`config.mk`:
```
export PLATFORM = sky130hd
export DESIGN_NAME = tone_sequencer
export DESIGN_NICKNAME = d
export VERILOG_FILES = /design/src/rtl/music_pkg.sv /design/src/rtl/square_wave_gen.sv /design/src/rtl/tone_sequencer.sv
export SDC_FILE = /design/constraint.sdc
export NUM_CORES = 1
export LEC_CHECK = 0
export ABC_AREA = 1
export BUFFER_PORTS_ARGS = -buffer_cell sky130_fd_sc_hd__buf_2
export CORE_ASPECT_RATIO = 0.9
export CORE_MARGIN = 1.5
export CORE_UTILIZATION = 50
export DETAILED_ROUTE_END_ITERATION = 7
export PLACE_DENSITY = 0.7
export SLEW_MARGIN = 20
export SYNTH_ARGS = -nofsm -noshare
export SYNTH_HDL_FRONTEND = slang
export SYNTH_SLANG_ARGS = --single-unit
```
`constraint.sdc`:
```
create_clock -name clk -period 4.1 [get_ports clk]
set_input_delay 0.82 -clock clk [delete_from_list [all_inputs] [get_ports clk]]
set_output_delay 0.82 -clock clk [all_outputs]
set_load 0.1 [all_outputs]
```
`src/rtl/music_pkg.sv`:
```
// Shared types and default timing for the tone sequencer.
package music_pkg;

    typedef enum logic [1:0] {
        ST_IDLE = 2'd0,
        ST_LOAD = 2'd1,
        ST_PLAY = 2'd2,
        ST_GAP  = 2'd3
    } state_t;

    localparam int unsigned DEF_NOTE_CYCLES   = 12500000;
    localparam int unsigned DEF_GAP_CYCLES    = 1250000;
    localparam int unsigned DEF_SETTLE_CYCLES = 2;
    localparam logic [31:0] DEF_AMPLITUDE     = 32'd10000000;
    localparam logic [4:0]  MAX_SLOTS         = 5'd16;

    // Bits needed to hold the longest phase length, capped at 32.
    function automatic int unsigned dur_width(input int unsigned note_c,
                                              input int unsigned gap_c,
                                              input int unsigned settle_c);
        longint unsigned m;
        int unsigned     w;
        m = longint'(note_c);
        if (longint'(gap_c) > m) m = longint'(gap_c);
        if (longint'(settle_c) + 64'd1 > m) m = longint'(settle_c) + 64'd1;
        w = 1;
        while ((w < 32) && ((64'd1 << w) <= m)) w++;
        return w;
    endfunction

endpackage

```
`src/rtl/square_wave_gen.sv`:
```
// Square-wave generator: captures a half-period on load, toggles phase while enabled.
module square_wave_gen
    import music_pkg::*;
#(
    parameter logic [31:0] AMPLITUDE = DEF_AMPLITUDE
) (
    input  logic               clk,
    input  logic               reset,
    input  logic               load,
    input  logic               en,
    input  logic [31:0]        freq_in,
    output logic signed [31:0] audio_out
);

    logic [31:0] freq_reg;
    logic [31:0] hp_cnt;
    logic        phase;

    // Half-period counter and phase; load restarts every note on the low phase.
    always_ff @(posedge clk) begin
        if (reset) begin
            freq_reg <= '0;
            hp_cnt   <= '0;
            phase    <= 1'b0;
        end else if (load) begin
            freq_reg <= freq_in;
            hp_cnt   <= '0;
            phase    <= 1'b0;
        end else if (en && (freq_reg != '0)) begin
            if (hp_cnt == freq_reg - 32'd1) begin
                hp_cnt <= '0;
                phase  <= ~phase;
            end else begin
                hp_cnt <= hp_cnt + 32'd1;
            end
        end
    end

    // Sample is driven only while playing a non-rest note; all inputs are flops.
    always_comb begin
        audio_out = '0;
        if (en && (freq_reg != '0)) begin
            audio_out = phase ? $signed(AMPLITUDE) : -$signed(AMPLITUDE);
        end
    end

endmodule

```
`src/rtl/tone_sequencer.sv`:
```
// Tone sequencer: steps through note slots, playing each for a fixed time
// followed by a silent gap.
//
//  state | meaning
//  IDLE  | waiting for start; outputs quiet
//  LOAD  | note_counter presented, waiting for freq_in to settle, then capture
//  PLAY  | square wave running for NOTE_CYCLES
//  GAP   | silence for GAP_CYCLES, then next slot / wrap / finish
module tone_sequencer
    import music_pkg::*;
#(
    parameter int unsigned NOTE_CYCLES   = DEF_NOTE_CYCLES,
    parameter int unsigned GAP_CYCLES    = DEF_GAP_CYCLES,
    parameter int unsigned SETTLE_CYCLES = DEF_SETTLE_CYCLES,
    parameter logic [31:0] AMPLITUDE     = DEF_AMPLITUDE
) (
    input  logic               clk,
    input  logic               reset,
    input  logic               start,
    input  logic               stop,
    input  logic               loop,
    input  logic [4:0]         num_notes,
    input  logic [31:0]        freq_in,
    output logic [3:0]         note_counter,
    output logic               ld_play,
    output logic signed [31:0] audio_out,
    output logic               busy,
    output logic               done
);

    localparam int unsigned DUR_W = dur_width(NOTE_CYCLES, GAP_CYCLES, SETTLE_CYCLES);

    // Down-counter reload values: phase ends when the counter reaches zero.
    localparam logic [DUR_W-1:0] SETTLE_LAST = DUR_W'(SETTLE_CYCLES);
    localparam logic [DUR_W-1:0] NOTE_LAST   = DUR_W'((NOTE_CYCLES > 0) ? NOTE_CYCLES - 1 : 0);
    localparam logic [DUR_W-1:0] GAP_LAST    = DUR_W'((GAP_CYCLES > 0) ? GAP_CYCLES - 1 : 0);
    localparam logic [DUR_W-1:0] DUR_ONE     = DUR_W'(1);

    state_t           state;
    logic [DUR_W-1:0] dur_cnt;
    logic [4:0]       eff_notes;
    logic             last_slot;
    logic             dur_tc;
    logic             note_end;
    logic             gen_load;
    logic             gen_en;

    // Terminal-count and slot decisions shared by the FSM and the generator.
    always_comb begin
        eff_notes = (num_notes > MAX_SLOTS) ? MAX_SLOTS : num_notes;
        last_slot = ({1'b0, note_counter} + 5'd1) >= eff_notes;
        dur_tc    = (dur_cnt == '0);
        note_end  = dur_tc && ((state == ST_GAP) ||
                               ((state == ST_PLAY) && (GAP_CYCLES == 0)));
        gen_load  = (state == ST_LOAD) && dur_tc;
        gen_en    = (state == ST_PLAY);
    end

    // Sequencer FSM with registered status outputs.
    always_ff @(posedge clk) begin
        if (reset) begin
            state        <= ST_IDLE;
            dur_cnt      <= '0;
            note_counter <= '0;
            ld_play      <= 1'b0;
            busy         <= 1'b0;
            done         <= 1'b0;
        end else begin
            done <= 1'b0;
            if (stop) begin
                state        <= ST_IDLE;
                dur_cnt      <= '0;
                note_counter <= '0;
                ld_play      <= 1'b0;
                busy         <= 1'b0;
            end else if (note_end) begin
                if (!last_slot) begin
                    state        <= ST_LOAD;
                    dur_cnt      <= SETTLE_LAST;
                    note_counter <= note_counter + 4'd1;
                end else if (loop) begin
                    state        <= ST_LOAD;
                    dur_cnt      <= SETTLE_LAST;
                    note_counter <= '0;
                end else begin
                    // Finished: return the slot index to its idle value.
                    state        <= ST_IDLE;
                    dur_cnt      <= '0;
                    note_counter <= '0;
                    ld_play      <= 1'b0;
                    busy         <= 1'b0;
                    done         <= 1'b1;
                end
            end else begin
                case (state)
                    ST_IDLE: begin
                        if (start) begin
                            if (num_notes != '0) begin
                                state        <= ST_LOAD;
                                dur_cnt      <= SETTLE_LAST;
                                note_counter <= '0;
                                ld_play      <= 1'b1;
                                busy         <= 1'b1;
                            end else begin
                                done <= 1'b1;
                            end
                        end
                    end
                    ST_LOAD: begin
                        if (dur_tc) begin
                            state   <= ST_PLAY;
                            dur_cnt <= NOTE_LAST;
                        end else begin
                            dur_cnt <= dur_cnt - DUR_ONE;
                        end
                    end
                    ST_PLAY: begin
                        if (dur_tc) begin
                            state   <= ST_GAP;
                            dur_cnt <= GAP_LAST;
                        end else begin
                            dur_cnt <= dur_cnt - DUR_ONE;
                        end
                    end
                    ST_GAP: begin
                        dur_cnt <= dur_cnt - DUR_ONE;
                    end
                    default: begin
                        state <= ST_IDLE;
                    end
                endcase
            end
        end
    end

    square_wave_gen #(
        .AMPLITUDE (AMPLITUDE)
    ) u_gen (
        .clk       (clk),
        .reset     (reset),
        .load      (gen_load),
        .en        (gen_en),
        .freq_in   (freq_in),
        .audio_out (audio_out)
    );

endmodule
```
==> metrics.txt, run 1 <==
run status=completed; Hold Crit Class=reg -> reg; Setup Buffers After CTS=0; clock root cell=clkbuf_16; reg2reg end=u_gen.freq_reg[13]; Post-Syn Area per Cell=6.245 um2; Synth Area in XOR/XNOR=7.303%; Layout area overhead=8.827%; unrepaired setup endpoints after global routing=no; Adder-Cell Fraction of Synth Area=2.627%; worst-path maximum fanout=17; post-synthesis simple-gate area fraction=41.80%; CTS Hold Buffers Added=0; 1st-iter DRT viols=612; row count=41; fraction of registers with async set/reset=0%; Tcrit/Tclk final=78.06%; mux cell area share after synthesis=0%; Peak VDD IR=298.4 uV; Final HPWL DP=15220 um; # fillers=1439; Post-Syn Area=7144 um2; Slew headroom=33.82%; Synth Register Bits=97; Gates resized, CTS repair=0; Final Hold Fails=0; global-route wire length before repair=31510 um; sequential fraction of the synthesis area=27.18%; Congestion Overflow GR=0; final slew viol count=0; layout cells sized above 1=12.42%; leak pwr=3.819 nW; via count=7127; Distinct cells, synth=45; routed length per instance=13.93 um; vias per cell=5.146; crit path DAT=2380 ps; max_cap viols=0; clk_lat worst skew=360 ps; Yosys warnings=0; Crit Path Category=reg -> out; Worst Tran Pin Value=983.6 ps; num ports=81; WP data required=3280 ps; Initial Util=51.01%; PwrDens=556.8 nW/um2; final hold slack=465.2 ps; Die X-Extent=129 um; Remaining DRCs=0; worst slack at placement=1212 ps; Tmin final=3200 ps; most used flip-flop cell after synthesis=dfxtp_1; GP Congestion=0.9659; total die area=15020 um2; clock sink count=97; Syn Inst Count=1144; RR Startpoint=dur_cnt[0]; setup violators final=0; WL final=19290 um; Worst Hold Depth=2; Worst Hold Endpoint=dur_cnt[9]; largest family of logic cells by synthesized area=simple AND/OR/NAND/NOR gates; clock tree from TritonCTS=done; H-tree Lvls=3; pin count of the biggest net entering global routing=59; Reg2Reg Setup Slack=1190 ps; Clock transition at path regs=70 ps; total negative slack=0 ps; Setup crit start kind=flip-flop; first drt pass iteration count=5; initial antenna violation count=0; Antenna Cells=0; final net count=1244; Pwr Total=4.329 mW; clk_skew=10.88 ps; core region area=14000 um2; Fmax=312.5 MHz; antenna-violating nets left=0; clock tree buffer depth=2; final critical-path setup slack=899.6 ps; total track usage=27.01%; Post-synth EDFFs=0; Worst R2R Path Depth=12; vias in the first global route=6258; Hold Crit Start=dur_cnt[9]; Die Y=116.4 um; cts bufs inserted=9; complex-gate fraction of the synthesized area=8.476%; PortBufs=73; Worst setup EP type=output pin
==> placed cells by master, fill, tap and decap left out, drive strengths merged <==
master	synthesis	final
nor3	26	26
a21boi	1	1
a21oi	36	36
xor2	46	46
nand3b	4	4
xnor2	11	11
bufinv	0	2
o21a	3	3
inv	144	145
o21ai	35	35
and3b	1	1
or2	4	4
and3	2	2
buf	40	76
dfxtp	97	97
o21bai	2	2
a21o	1	1
and2	1	1
ha	15	15
clkinvlp	0	1
nor2	224	224
nor3b	1	1
nand2	301	301
o22ai	1	1
a211oi	24	24
nand3	69	69
nand4	33	33
xnor3	1	1
clkbuf	10	10
nor4	8	8
conb	1	7
o31ai	1	1
clkinv	1	3
==> power by group <==
group / internal [mW] / switching, mW / total, mW
clock network: 0.553 / 0.388 / 0.941
registers: 1.00 / 0.0757 / 1.08
logic: 0.673 / 1.64 / 2.31
total: 2.23 / 2.10 / 4.33
==> layout make-up <==
class                   count  area (um2)  area share [%]
multi-input cells         858        4330           55.70
clock buffers              10       239.0           3.074
repair buffers             76       387.9           4.989
inverters                 145       544.3           7.000
well taps                 193       241.5           3.106
flip-flops and latches     97        1942           24.98
clock inverters             6       90.09           1.159
==> worst max-delay path by stage <==
stage / end / depth (start not counted) / start
after detailed placement: state[0] / 14 / num_notes[1]
after global routing: audio_out[18] / 10 / u_gen.freq_reg[0]
after CTS: audio_out[27] / 8 / u_gen.freq_reg[8]
after floorplan: audio_out[10] / 8 / u_gen.freq_reg[8]
final: audio_out[27] / 8 / u_gen.freq_reg[8]
after global placement: u_gen.freq_reg[13] / 12 / dur_cnt[0]
==> cells by family (layout without fill, tap and decap cells) <==
logic type | after synthesis | after routing
other | 1 | 7
adders and majority gates | 15 | 15
xor gates and xnor gates | 58 | 58
and+or+nand+nor | 674 | 674
buffers and inverters | 195 | 237
AOI/OAI and AO/OA | 104 | 104
DFF | 97 | 97
==> stage by stage <==
| step | std cells | area, um2 | util [%] |
|---|---|---|---|
| 2_1_floorplan | 1150 | 7169 | - |
| 3_3_place_gp | 1369 | 7446 | 53.17 |
| 3_5_place_dp | 1369 | 7446 | 53.17 |
| 4_1_cts | 1385 | 7775 | 55.52 |
| 5_1_grt | 1385 | 7775 | 55.52 |
| 6_report | 1385 | 7775 | 55.52 |
==> critical path, cell delays in order (launching register included) <==
cell,delay (ps)
dfxtp_1,470
nor2_4,110
nand2_2,130
nor2_2,80
and2_4,150
nand2_2,90
nand2_4,120
nor2_2,350
buf_2,510
==> cells in the mapped netlist (4+ instances only) <==
| master | count | share of area [%] |
|---|---|---|
| xor2_1 | 46 | 5.6 |
| nor2_4 | 9 | 1.4 |
| ha_1 | 15 | 2.6 |
| o21ai_0 | 33 | 2.3 |
| dfxtp_1 | 97 | 27 |
| inv_2 | 8 | 0.42 |
| inv_1 | 136 | 7.1 |
| buf_4 | 31 | 3.3 |
| nand2_2 | 6 | 0.53 |
| a21oi_1 | 35 | 2.5 |
| nand2_4 | 4 | 0.63 |
| a211oi_1 | 24 | 2.5 |
| nand3b_1 | 4 | 0.42 |
| nor4_1 | 7 | 0.61 |
| clkbuf_1 | 10 | 0.53 |
| nor2_1 | 197 | 10 |
| buf_6 | 6 | 0.95 |
| nor2_2 | 18 | 1.6 |
| nand4_1 | 33 | 2.9 |
| nor3_1 | 24 | 1.7 |
| nand2_1 | 291 | 15 |
| xnor2_1 | 11 | 1.3 |
| nand3_1 | 67 | 4.7 |
==> metal layers <==
| metal | vias up | wire length, um | track usage [%] | share of wire, % |
|---|---|---|---|---|
| met5 | - | 0 | 0 | 0 |
| met2 | 245 | 7826 | 39.54 | 41 |
| met1 | 3174 | 9701 | 40.33 | 50 |
| met4 | 0 | 255 | 7.491 | 1.3 |
| met3 | 14 | 1503 | 4.993 | 7.8 |
| li1 | 3694 | - | - | - |
No activity file was read; power rests on OpenSTA's default activity.
==> run 2: changes to the inputs <==
--- a/config.mk
+++ b/config.mk
@@ -11,7 +11,7 @@
 export CORE_MARGIN = 1.5
 export CORE_UTILIZATION = 50
 export DETAILED_ROUTE_END_ITERATION = 7
-export PLACE_DENSITY = 0.7
+export PLACE_DENSITY = 0.73
 export SLEW_MARGIN = 20
 export SYNTH_ARGS = -nofsm -noshare
 export SYNTH_HDL_FRONTEND = slang
==> constraint.sdc (replaced) <==
create_clock -name clk -period 2.9 [get_ports clk]
set_input_delay 0.58 -clock clk [delete_from_list [all_inputs] [get_ports clk]]
set_output_delay 0.58 -clock clk [all_outputs]
set_load 0.1 [all_outputs]
==> metrics.txt, run 2 (same netlist as run 1, synthesis figures left out) <==
final net count=1256 (was 1244); critical path's top delay family=simple AND/OR/NAND/NOR gates (unchanged); H-tree Lvls=3 (unchanged); WL final=20120 um (was 19290 um); num ports=81 (unchanged); clk_skew=9.106 ps (was 10.88 ps); crit path max-delay cell type=dfxtp_1 (was buf_2); Peak VDD IR=389.2 uV (was 298.4 uV); clock tree buffer depth=2 (unchanged); final slew viol count=0 (unchanged); Core Util, Final=57.04% (was 55.52%); GP Congestion=0.9326 (was 0.9659); Worst Tran Pin Value=787.9 ps (was 983.6 ps); Fmax=359.3 MHz; clock root cell=clkbuf_16 (unchanged); commonest non-fill, non-tap cells in the layout=291 x nand2_1, 195 x nor2_1, 136 x inv_1, 97 x dfxtp_1, 67 x nand3_1 (was 291 x nand2_1, 196 x nor2_1, 136 x inv_1, 97 x dfxtp_1, 73 x buf_2); row count=41 (unchanged); Tcrit/Tclk final=95.96%; # fillers=1405 (was 1439); Seq pwr share=24.0% (was 24.9%); Congestion Overflow GR=0 (unchanged); final instance area=7988 um2 (was 7775 um2); max_cap viols=0 (unchanged); crit path DAT=2200 ps (was 2380 ps); clock network power share=22.1% (was 21.7%); PortBufs=73 (unchanged); setup violators final=0 (unchanged); Layout area overhead=11.80% (was 8.827%); Final HPWL DP=15910 um (was 15220 um); total track usage=28.31% (was 27.01%); WP data required=2320 ps (was 3280 ps); run status=completed (unchanged); Critical Path, Cell by Cell=nor2_4 -> nand2_2 -> nor2_2 -> and2_4 -> nand2_2 -> nand2_8 -> nor2_4 -> buf_12 -> buf_4 (was nor2_4 -> nand2_2 -> nor2_2 -> and2_4 -> nand2_2 -> nand2_4 -> nor2_2 -> buf_2); combinational fraction of design power=53.9% (was 53.4%); FF/Latch Area=1942 um2 (unchanged); Antenna Cells=0 (unchanged); vias in the first global route=6574 (was 6258); Worst R2R Path Depth=14 (was 12); dpl cell area=7546 um2 (was 7446 um2); routed length per instance=14.40 um (was 13.93 um); clock tree from TritonCTS=done (unchanged); global-route wire length before repair=33060 um (was 31510 um); core region area=14000 um2 (unchanged); total die area=15020 um2 (unchanged); Worst path depth=9 (was 8); Worst setup EP type=output pin (unchanged); pin count of the biggest net entering global routing=59 (unchanged); Worst Hold Depth=2 (unchanged); initial antenna violation count=0 (unchanged); antenna-violating nets left=0 (unchanged); clk_lat worst skew=360 ps (about the same); Die Y=116.4 um (unchanged); Slew headroom=47.41% (was 33.82%); Clock transition at path regs=70 ps (about the same); clock sink count=97 (unchanged); Tmin final=2783 ps; worst-path maximum fanout=17 (unchanged); first drt pass iteration count=5 (unchanged); Final Hold Fails=0 (unchanged); leak pwr=3.899 nW (was 3.819 nW); final hold slack=482.3 ps (was 465.2 ps); 1st-iter DRT viols=608 (was 612); Crit Path Category=reg -> out (unchanged); via count=7321 (was 7127); most common cell after layout, fill and taps aside=nand2_1 (unchanged); PwrDens=796.2 nW/um2 (was 556.8 nW/um2); cts bufs inserted=9 (unchanged); layout cells sized above 1=13.29% (was 12.42%); Die X-Extent=129 um (unchanged); CP Buf/Inv Count=2 (was 1); unrepaired setup endpoints after global routing=no (unchanged); Hold Crit Class=reg -> reg (unchanged); Remaining DRCs=0 (unchanged); net switching power figure=3.030 mW (was 2.103 mW); Max stage delay on crit path=390 ps (was 510 ps); multi-input logic area=4357 um2 (was 4330 um2); internal power=3.330 mW (was 2.226 mW); Initial Util=51.01% (unchanged); Setup crit start kind=flip-flop (unchanged); switching share of power=47.64% (was 48.58%); Pwr Total=6.360 mW (was 4.329 mW); vias per cell=5.241 (was 5.146)
run 2: path summary, 6_finish.rpt:
kind                                   startpoint                to  slack (ps)
worst max-delay path            u_gen.freq_reg[8]     audio_out[31]         120
worst min-delay path                   dur_cnt[9]        dur_cnt[9]         480
worst max register to register  u_gen.freq_reg[6]  u_gen.hp_cnt[31]         240
worst min register to register         dur_cnt[9]        dur_cnt[9]         480
run 2: layout make-up:
cell class	instances	share of cell area, %
multi-input combinational	858	54.54
sequential	97	24.31
timing repair buffer	88	6.986
inverter	145	6.814
clock buffer	11	3.039
tap	193	3.023
clock inverter	5	1.284
run 2: what timing repair did:
action | CTS | global route
hold buffers | 0 | 0
buffers inserted | 0 | 2
pin swaps | 0 | 3
endpoints found under the setup margin | 17 | 35
resized for setup | 0 | 36
run 2: through the flow:
| stage | instances | setup slack, ps | setup TNS [ps] |
|---|---|---|---|
| after floorplan | 1150 | 113.2 | 0 |
| after global placement | 1379 | 301.2 | 0 |
| after detailed placement | 1379 | 208.5 | 0 |
| after CTS | 1395 | -4.199 | -33.08 |
| after global routing | 1397 | 2.654 | 0 |
| final | 1397 | 117.1 | 0 |
run 2: power by group through the flow:
stage | Combinational [mW] | Sequential [mW] | Clock (mW)
floorplan | 2.62 | 1.53 | 0
global route | 3.82 | 1.53 | 1.49
finish | 3.43 | 1.52 | 1.41
global placement | 3.24 | 1.55 | 0
detailed placement | 3.25 | 1.55 | 0
CTS | 3.27 | 1.52 | 1.43
run 2: routing by layer:
metal,up-vias,GRT usage (%),part of all wire (%),wire length [um]
met4,0,7.790,2.2,435
met2,263,42.57,41,8219
met3,32,5.360,7.2,1444
li1,3709,-,-,-
met5,-,0,0,0
met1,3317,41.33,50,10020
run 2: worst register-to-register path: cells and delay by family, from the launching register on:
family | cells | cell delay (ps)
AND/OR/NAND/NOR | 14 | 2170
flip-flops | 1 | 360
